**src/rtl/dm_arbiter_pkg.sv**
```systemverilog
// dm_arbiter_pkg: shared FSM encoding and default starvation limit for the DMA/CPU arbiter.
package dm_arbiter_pkg;
    typedef enum logic [1:0] {
        ST_IDLE  = 2'd0,
        ST_WAIT  = 2'd1,
        ST_FORCE = 2'd2
    } state_t;
    localparam int STARVE_LIMIT_DEF = 8;
    localparam int WAIT_CNT_W = 8;
endpackage

```
**src/rtl/dm_arbiter_if.sv**
```systemverilog
// dm_arbiter_if: CPU, DMA and memory port-A signals shared between arbiter and its environment.
interface dm_arbiter_if #(
    parameter int AW = 32,
    parameter int DW = 32
);
    logic          cpu_req;
    logic          cpu_we;
    logic [AW-1:0] cpu_addr;
    logic [DW-1:0] cpu_wdata;
    logic [DW-1:0] cpu_rdata;
    logic          cpu_stall;
    logic          dma_req;
    logic          dma_we;
    logic [AW-1:0] dma_addr;
    logic [DW-1:0] dma_wdata;
    logic          dma_gnt;
    logic          dma_rvalid;
    logic [DW-1:0] dma_rdata;
    logic [AW-1:0] mem_addr;
    logic [DW-1:0] mem_wdata;
    logic          mem_we;
    logic [DW-1:0] mem_rdata;
    modport slave (
        input  cpu_req, cpu_we, cpu_addr, cpu_wdata, dma_req, dma_we, dma_addr, dma_wdata, mem_rdata,
        output cpu_rdata, cpu_stall, dma_gnt, dma_rvalid, dma_rdata, mem_addr, mem_wdata, mem_we
    );
    modport master (
        output cpu_req, cpu_we, cpu_addr, cpu_wdata, dma_req, dma_we, dma_addr, dma_wdata, mem_rdata,
        input  cpu_rdata, cpu_stall, dma_gnt, dma_rvalid, dma_rdata, mem_addr, mem_wdata, mem_we
    );
endinterface

```
**src/rtl/dm_arb_starve_cnt.sv**
```systemverilog
// dm_arb_starve_cnt: counts consecutive denied DMA cycles and raises o_force for one cycle
// once the count reaches STARVE_LIMIT.
module dm_arb_starve_cnt
    import dm_arbiter_pkg::*;
#(
    parameter int STARVE_LIMIT = STARVE_LIMIT_DEF
) (
    input  logic clk,
    input  logic rst,
    input  logic i_cpu_req,
    input  logic i_dma_req,
    output logic o_force
);
    state_t                r_state;
    state_t                w_state_nx;
    logic [WAIT_CNT_W-1:0] r_wait_cnt;
    logic [WAIT_CNT_W-1:0] w_wait_cnt_nx;
    logic [WAIT_CNT_W-1:0] w_cnt_inc;
    logic                  w_denied;

    always_ff @(posedge clk) begin
        if (rst) begin
            r_state    <= ST_IDLE;
            r_wait_cnt <= '0;
        end else begin
            r_state    <= w_state_nx;
            r_wait_cnt <= w_wait_cnt_nx;
        end
    end

    // A denied cycle is the same rule in IDLE and WAIT: IDLE always holds a zero count.
    always_comb begin
        w_denied      = (r_state != ST_FORCE) && i_dma_req && i_cpu_req;
        w_cnt_inc     = (r_wait_cnt == '1) ? r_wait_cnt : r_wait_cnt + 1'b1;
        w_wait_cnt_nx = w_denied ? w_cnt_inc : '0;
        w_state_nx    = !w_denied ? ST_IDLE :
                        (w_cnt_inc >= WAIT_CNT_W'(STARVE_LIMIT)) ? ST_FORCE : ST_WAIT;
    end

    assign o_force = (r_state == ST_FORCE);
endmodule

```
**src/rtl/dm_arbiter.sv**
```systemverilog
// dm_arbiter: CPU-priority arbiter for data-memory port A with DMA starvation guard.
// Define DM_ARB_PERF_EN to add the perf_stall_cnt / perf_dma_cnt counters.
module dm_arbiter
    import dm_arbiter_pkg::*;
#(
    parameter int STARVE_LIMIT = STARVE_LIMIT_DEF,
    parameter int AW = 32,
    parameter int DW = 32
) (
    input  logic        clk,
    input  logic        rst,
    dm_arbiter_if.slave bus
`ifdef DM_ARB_PERF_EN
    ,
    output logic [31:0] perf_stall_cnt,
    output logic [31:0] perf_dma_cnt
`endif
);
    logic          w_force;
    logic          w_cpu_gnt;
    logic          w_dma_gnt;
    logic          w_dma_rd;
    logic [AW-1:0] w_addr;
    logic          r_dma_rvalid;
    logic [DW-1:0] r_dma_rdata;

    dm_arb_starve_cnt #(.STARVE_LIMIT(STARVE_LIMIT)) u_starve (
        .clk      (clk),
        .rst      (rst),
        .i_cpu_req(bus.cpu_req),
        .i_dma_req(bus.dma_req),
        .o_force  (w_force)
    );

    // Grants are masked by rst so nothing reaches memory while reset is held.
    assign w_dma_gnt     = !rst && (w_force || (bus.dma_req && !bus.cpu_req));
    assign w_cpu_gnt     = !rst && !w_force && bus.cpu_req;
    assign w_dma_rd      = w_dma_gnt && !bus.dma_we;
    assign w_addr        = w_dma_gnt ? bus.dma_addr : bus.cpu_addr;
    assign bus.mem_addr  = w_addr;
    assign bus.mem_wdata = w_dma_gnt ? bus.dma_wdata : bus.cpu_wdata;
    assign bus.mem_we    = w_cpu_gnt ? bus.cpu_we : (w_dma_gnt && bus.dma_we);
    assign bus.cpu_rdata = w_cpu_gnt ? bus.mem_rdata : '0;
    assign bus.cpu_stall = !rst && w_force && bus.cpu_req;
    assign bus.dma_gnt   = w_dma_gnt;
    assign bus.dma_rvalid = r_dma_rvalid;
    assign bus.dma_rdata  = r_dma_rdata;

    always_ff @(posedge clk) begin
        if (rst) begin
            r_dma_rvalid <= 1'b0;
            r_dma_rdata  <= '0;
        end else begin
            r_dma_rvalid <= w_dma_rd;
            if (w_dma_rd)
                r_dma_rdata <= bus.mem_rdata;
        end
    end

`ifdef DM_ARB_PERF_EN
    logic [31:0] r_perf_stall_cnt;
    logic [31:0] r_perf_dma_cnt;

    always_ff @(posedge clk) begin
        if (rst) begin
            r_perf_stall_cnt <= '0;
            r_perf_dma_cnt   <= '0;
        end else begin
            if (w_force && bus.cpu_req)
                r_perf_stall_cnt <= r_perf_stall_cnt + 32'd1;
            if (w_dma_gnt)
                r_perf_dma_cnt <= r_perf_dma_cnt + 32'd1;
        end
    end

    assign perf_stall_cnt = r_perf_stall_cnt;
    assign perf_dma_cnt   = r_perf_dma_cnt;
`endif
endmodule
```
**src/flat_wrapper.sv**
```systemverilog
// flat-port wrapper written by rule: the top's interface ports become plain ports
module dm_arbiter_flat import dm_arbiter_pkg::*;
#(
    parameter int STARVE_LIMIT = STARVE_LIMIT_DEF,
    parameter int AW = 32,
    parameter int DW = 32
)
  (clk, rst, bus_cpu_req, bus_cpu_we, bus_cpu_addr, bus_cpu_wdata, bus_dma_req, bus_dma_we, bus_dma_addr, bus_dma_wdata, bus_mem_rdata, bus_cpu_rdata, bus_cpu_stall, bus_dma_gnt, bus_dma_rvalid, bus_dma_rdata, bus_mem_addr, bus_mem_wdata, bus_mem_we);
  dm_arbiter_if #(.AW(AW), .DW(DW)) bus_i ();
  input  logic clk;
  input  logic rst;
  input wire logic [$bits(bus_i.cpu_req)-1:0] bus_cpu_req;
  input wire logic [$bits(bus_i.cpu_we)-1:0] bus_cpu_we;
  input wire logic [$bits(bus_i.cpu_addr)-1:0] bus_cpu_addr;
  input wire logic [$bits(bus_i.cpu_wdata)-1:0] bus_cpu_wdata;
  input wire logic [$bits(bus_i.dma_req)-1:0] bus_dma_req;
  input wire logic [$bits(bus_i.dma_we)-1:0] bus_dma_we;
  input wire logic [$bits(bus_i.dma_addr)-1:0] bus_dma_addr;
  input wire logic [$bits(bus_i.dma_wdata)-1:0] bus_dma_wdata;
  input wire logic [$bits(bus_i.mem_rdata)-1:0] bus_mem_rdata;
  output wire logic [$bits(bus_i.cpu_rdata)-1:0] bus_cpu_rdata;
  output wire logic [$bits(bus_i.cpu_stall)-1:0] bus_cpu_stall;
  output wire logic [$bits(bus_i.dma_gnt)-1:0] bus_dma_gnt;
  output wire logic [$bits(bus_i.dma_rvalid)-1:0] bus_dma_rvalid;
  output wire logic [$bits(bus_i.dma_rdata)-1:0] bus_dma_rdata;
  output wire logic [$bits(bus_i.mem_addr)-1:0] bus_mem_addr;
  output wire logic [$bits(bus_i.mem_wdata)-1:0] bus_mem_wdata;
  output wire logic [$bits(bus_i.mem_we)-1:0] bus_mem_we;
  assign bus_i.cpu_req = bus_cpu_req;
  assign bus_i.cpu_we = bus_cpu_we;
  assign bus_i.cpu_addr = bus_cpu_addr;
  assign bus_i.cpu_wdata = bus_cpu_wdata;
  assign bus_i.dma_req = bus_dma_req;
  assign bus_i.dma_we = bus_dma_we;
  assign bus_i.dma_addr = bus_dma_addr;
  assign bus_i.dma_wdata = bus_dma_wdata;
  assign bus_i.mem_rdata = bus_mem_rdata;
  assign bus_cpu_rdata = bus_i.cpu_rdata;
  assign bus_cpu_stall = bus_i.cpu_stall;
  assign bus_dma_gnt = bus_i.dma_gnt;
  assign bus_dma_rvalid = bus_i.dma_rvalid;
  assign bus_dma_rdata = bus_i.dma_rdata;
  assign bus_mem_addr = bus_i.mem_addr;
  assign bus_mem_wdata = bus_i.mem_wdata;
  assign bus_mem_we = bus_i.mem_we;
  dm_arbiter #(.STARVE_LIMIT(STARVE_LIMIT), .AW(AW), .DW(DW)) u_core (.clk(clk), .rst(rst), .bus(bus_i));
endmodule
```
**config.mk**
```make
export PLATFORM = sky130hd
export DESIGN_NAME = dm_arbiter_flat
export DESIGN_NICKNAME = d
export VERILOG_FILES = /design/src/rtl/dm_arbiter_pkg.sv /design/src/rtl/dm_arbiter_if.sv /design/src/rtl/dm_arb_starve_cnt.sv /design/src/rtl/dm_arbiter.sv /design/src/flat_wrapper.sv
export SDC_FILE = /design/constraint.sdc
export NUM_CORES = 1
export LEC_CHECK = 0
export CORE_AREA = 2 2 115 117
export DETAILED_ROUTE_END_ITERATION = 16
export DIE_AREA = 0 0 117 119
export PLACE_DENSITY = 0.72
export SLEW_MARGIN = 20
export SYNTH_ARGS = -nofsm -noshare
export SYNTH_HDL_FRONTEND = slang
export SYNTH_HIERARCHICAL = 1
export SYNTH_SLANG_ARGS = --single-unit
export TNS_END_PERCENT = 50
```
**constraint.sdc**
```tcl
create_clock -name clk -period 5.5 [get_ports clk]
set_clock_uncertainty 0.05 [all_clocks]
set_input_delay 1.1 -clock clk [delete_from_list [all_inputs] [get_ports clk]]
set_output_delay 1.1 -clock clk [all_outputs]
set_load 0.01 [all_outputs]
```
Yosys cells after proc, flatten, opt, wreduce, memory -nomap -nowiden
Cells that the tools add are included.
- order comparisons: 1
- reduce and logical (&&, ||, !) cells: 16
- add/subtract/negate cells: 1
- equality and inequality tests: 3
- multiplexer cells: 6
- bitwise gates (word level): 1
- operators by type and width (kind ; count):
    2-to-1 mux 32 bit ; 3
    logical AND 1 bit ; 10
    adder 8 x 1 -> 8 bit (second input constant) ; 1
    == test 8 bit (second input constant) ; 1
    greater-or-equal comparator 8 x 4 -> 1 bit (second input constant) ; 1
    2-to-1 mux 8 bit ; 1
    logical NOT 1 bit ; 4
    == test 2 bit (second input constant) ; 1
    2-to-1 mux 2 bit ; 1
    inequality test 2 bit (second input constant) ; 1
    OR reduction 2 bit ; 1
    logical OR 1 bit ; 1
    2-to-1 mux 1 bit ; 1
    NOT 1 bit ; 1
- bits of input ports: 166
- output and inout bits: 132
- bits in registers: 43
- logic and storage cells: 32

Logic depth before layout (Yosys ltp)
- word-level depth: 6
- mapped depth: 5
- mapped depth without buffers: 5

Cells and area by module
The synthesis kept the hierarchy.
- by module, submodules not included (module ; cells each ; area an instance (µm²) ; seq. area each (µm²) ; instances):
    dm_arbiter ; 221 ; 2499.9 ; 660.6 ; 1
    dm_arb_starve_cnt ; 57 ; 526.8 ; 200.2 ; 1

Worst setup path after synthesis
OpenSTA, ideal clock, no wires.
- path type: input-to-output
- start point: in bus_dma_req
- end point: out bus_mem_addr[24]
- data required time: 4.350 ns
- arrival time: 2.023 ns
- buffers on the path: 2
- setup slack: 2.327 ns
- stages: 5
- cells stage by stage: nor2b_2 -> o21bai_4 -> buf_6 -> buf_6 -> mux2_4
- word-level cells in the longest chain between the ends: 4
- ends and longest elaborated chain (item ; RTL line ; RTL):
    start: declaration ; flat_wrapper.sv:16 ; input wire logic [$bits(bus_i.dma_req)-1:0] bus_dma_req;
    logical AND 1 bit ; dm_arbiter.sv:36 ; assign w_dma_gnt = !rst && (w_force || (bus.dma_req && !bus.cpu_req));
    logical OR 1 bit ; dm_arbiter.sv:36 ;
    logical AND 1 bit ; dm_arbiter.sv:36 ;
    2-to-1 mux 32 bit ; dm_arbiter.sv:39 ; assign w_addr = w_dma_gnt ? bus.dma_addr : bus.cpu_addr;
    end: declaration ; flat_wrapper.sv:26 ; output wire logic [$bits(bus_i.mem_addr)-1:0] bus_mem_addr;
No other way between the ends.

Worst setup path after layout
- start point: in bus_cpu_req
- end point: out bus_mem_addr[0]
- word-level cells in the longest chain between the ends: 5
- ends and longest elaborated chain (item ; RTL line ; RTL):
    start: declaration ; flat_wrapper.sv:12 ; input wire logic [$bits(bus_i.cpu_req)-1:0] bus_cpu_req;
    logical NOT 1 bit ; dm_arbiter.sv:36 ;
    logical AND 1 bit ; dm_arbiter.sv:36 ;
    logical OR 1 bit ; dm_arbiter.sv:36 ;
    logical AND 1 bit ; dm_arbiter.sv:36 ;
    2-to-1 mux 32 bit ; dm_arbiter.sv:39 ;
No other way between the ends.

==> impl_metrics.tcl <==
set metrics [dict create \
    gp_congestion 0.895 \
    grt_pass1_vias 3383 \
    root_buffer "clkbuf_16" \
    worstReg2RegStart "u_core/u_starve/r_state[1]$_SDFF_PP0_" \
    slew_violations 0 \
    antenna_found_initial 4 \
    synthFlopType "dfxtp_1" \
    finish.net_count 735 \
    cts_sinks 43 \
    dr_total_vias 3266 \
    r2r_end "u_core/bus.dma_rdata[10]$_SDFFE_PP0P_" \
    max_slew_margin_pct 56.5 \
    cts-resized-gates 0 \
    period_share_pct 83.8 \
    grt_overflow 0 \
    yosysTopAreaCellShare_pct 28.4 \
    hp-class "register to register" \
    yosysTopAreaCell "dfxtp_1" \
    cap_viol_max_count 0 \
    end_kind "output port" \
    cp-start-kind "primary input" \
    syn_nets 445 \
    wl_per_cell_um 20.0 \
    place_ws_ns 0.887 \
    route.detailed.drc 0 \
    dr.pass1.iters 5 \
    die_y_um 119 \
    io_pins 298 \
    grt-busiest-layer "met2" \
    ys_seq_area_share_pct 28.4 \
    num_rows 42 \
    max_slew.worst_pin.slew_ns 0.651 \
    grt_setup_unrepaired "false" \
    synth_most_common_cell "mux2_2" \
    cts_setup_buffers 0 \
    viasPerCell 4.38 \
    synth.area.top_cells "dfxtp_1, mux2_2, mux2_4" \
    setup_tns_ns 0 \
    ys_top_cells_by_count "mux2_2, dfxtp_1, mux2_4, nor2b_1, and2_1" \
    cts_made_buffers 5 \
    ys_warn_count 6 \
    dp_hpwl_um 12600 \
    cts.reportedPaths.clkPinSlew_ns 0.06 \
    clock_latency_ns 0.28 \
    vdd_ir_drop_max_mv 0.114 \
    synthArstFlopShare_pct 0 \
    hold_start "u_core/u_starve/r_wait_cnt[2]$_SDFF_PP0_" \
    clk_path_buf_depth 2 \
    cts_tree "yes" \
    htree_levels 2 \
    holdPathStages 2 \
    use_met3_pct 6.92 \
    path_class "primary input to output port" \
    grt_util_met1_pct 21.7 \
    synth_area_um2 3030 \
    synth_edf_count 0 \
    met2_usage_pct 36.3 \
    synth_cells 278 \
    start_util_pct 23.5 \
    ys_ff_latch 43 \
    routed_wirelength_um 14900 \
    die_area_um2 13900 \
    fillCellCount 1201 \
    avgSynthCellArea_um2 10.9 \
    worstPathRequired_ns 4.35 \
    setup_viol 0 \
    grt_pass1_wl_um 20700 \
    reg2reg_slack_ns 3.68 \
    grt_start_max_net_pins 37 \
    outcome "finished, final reports clean" \
    syn2layout_area_growth_pct 107 \
    critical_path_arrival_ns 3.46 \
    drt_iter0_markers 86 \
    max_freq_ghz 0.217 \
    timing.final.ws_setup_ns 0.889 \
    grt_util_all_layers_pct 20.1 \
    crit_path_max_fanout 32 \
    hold-path-endpoint "u_core/u_starve/r_wait_cnt[2]$_SDFF_PP0_" \
    cts_hold_buf 0 \
    drive_above_1_share_pct 21.3 \
    finalHoldViolCount 0 \
    io_buffers 297 \
    ff2ff_path_depth 4 \
    core-area_um2 12900 \
    period_needed_ns 4.61 \
    leakage_nw 2.54 \
    antenna_left 0 \
    p_per_area_nw_per_um2 157 \
    synth_cell_types 38 \
    die_w_um 117 \
]
[how the worst max path moves through the flow]
stage,startpoint,endpoint,cells after the start
floorplan,bus_dma_req,bus_mem_addr[24],5
global placement,bus_dma_req,bus_mem_addr[1],6
detailed placement,bus_cpu_req,bus_mem_addr[0],6
CTS,bus_cpu_req,bus_mem_addr[0],6
global route,bus_dma_req,bus_mem_addr[0],6
finish,bus_cpu_req,bus_mem_addr[0],6
[stage by stage]
step	power (mW)	utilization, %	hold WS (ns)	cells	instance area [um^2]
final	0.983	48.8	0.527	746	6280
after global routing	1.02	48.7	0.563	745	6280
after CTS	0.996	48.5	0.521	744	6250
after detailed placement	0.701	47.4	0.509	736	6110
after global placement	0.699	47.4	0.511	736	6110
after floorplan	0.454	-	0.470	278	3030
[layout make-up]
cell class / count / area, um^2 / area share (%)
diodes: 1 / 2.50 / 0.0399
clock buffers: 6 / 129 / 2.05
clock inverters: 2 / 12.5 / 0.199
inverters: 4 / 15.0 / 0.239
multi-input cells: 211 / 2000 / 31.9
flip-flops and latches: 43 / 861 / 13.7
well taps: 176 / 220 / 3.51
repair buffers: 303 / 3040 / 48.4
[state kept, by name, summed over array words and instances (netlist names)]
register and flops:
u_core/bus.dma_rdata 32, u_core/bus.dma_rvalid 1, u_core/u_starve/r_state 2, u_core/u_starve/r_wait_cnt 8
[worst max-delay path, stage by stage]
cell and delay, ns:
clkdlybuf4s50_1 0.53, nor2b_2 0.09, o21bai_4 0.29, buf_4 0.56, mux2_2 0.40, clkdlybuf4s50_1 0.48
[power by group]
group          internal (mW)  switching [mW]  leakage, nW
Clock                  0.168           0.121       0.0669
Combinational          0.249           0.120         2.13
Sequential             0.321         0.00440        0.349
Total                  0.738           0.245         2.54
[cell usage in the layout (no fill, tap or decap), drive strengths merged, types with 2 or more instances in the layout]
| master | count |
|---|---|
| a31oi | 4 |
| mux2 | 96 |
| buf | 6 |
| inv | 4 |
| nor3 | 5 |
| clkbuf | 6 |
| dfxtp | 43 |
| mux2i | 2 |
| nor3b | 2 |
| nand2 | 6 |
| and3 | 3 |
| clkdlybuf4s50 | 297 |
| nor2b | 35 |
| nor2 | 9 |
| and2 | 32 |
| o21ai | 2 |
| a31o | 2 |
[cells by family after synthesis]
kind of cell	after synthesis	synth area share, %
xor+xnor	1	0.289
flops	43	28.4
fa+ha+maj	1	0.413
buf+inv	24	5.70
compound gates	14	4.26
mux	98	41.1
simple gates	97	19.8
[per-layer routing]
layer  share of wire [%]  wire (um)
met5                0.31         46
met2                  50       7460
met1                  38       5620
met3                 9.4       1400
met4                 2.8        414
(Power assumes the default switching activity.)
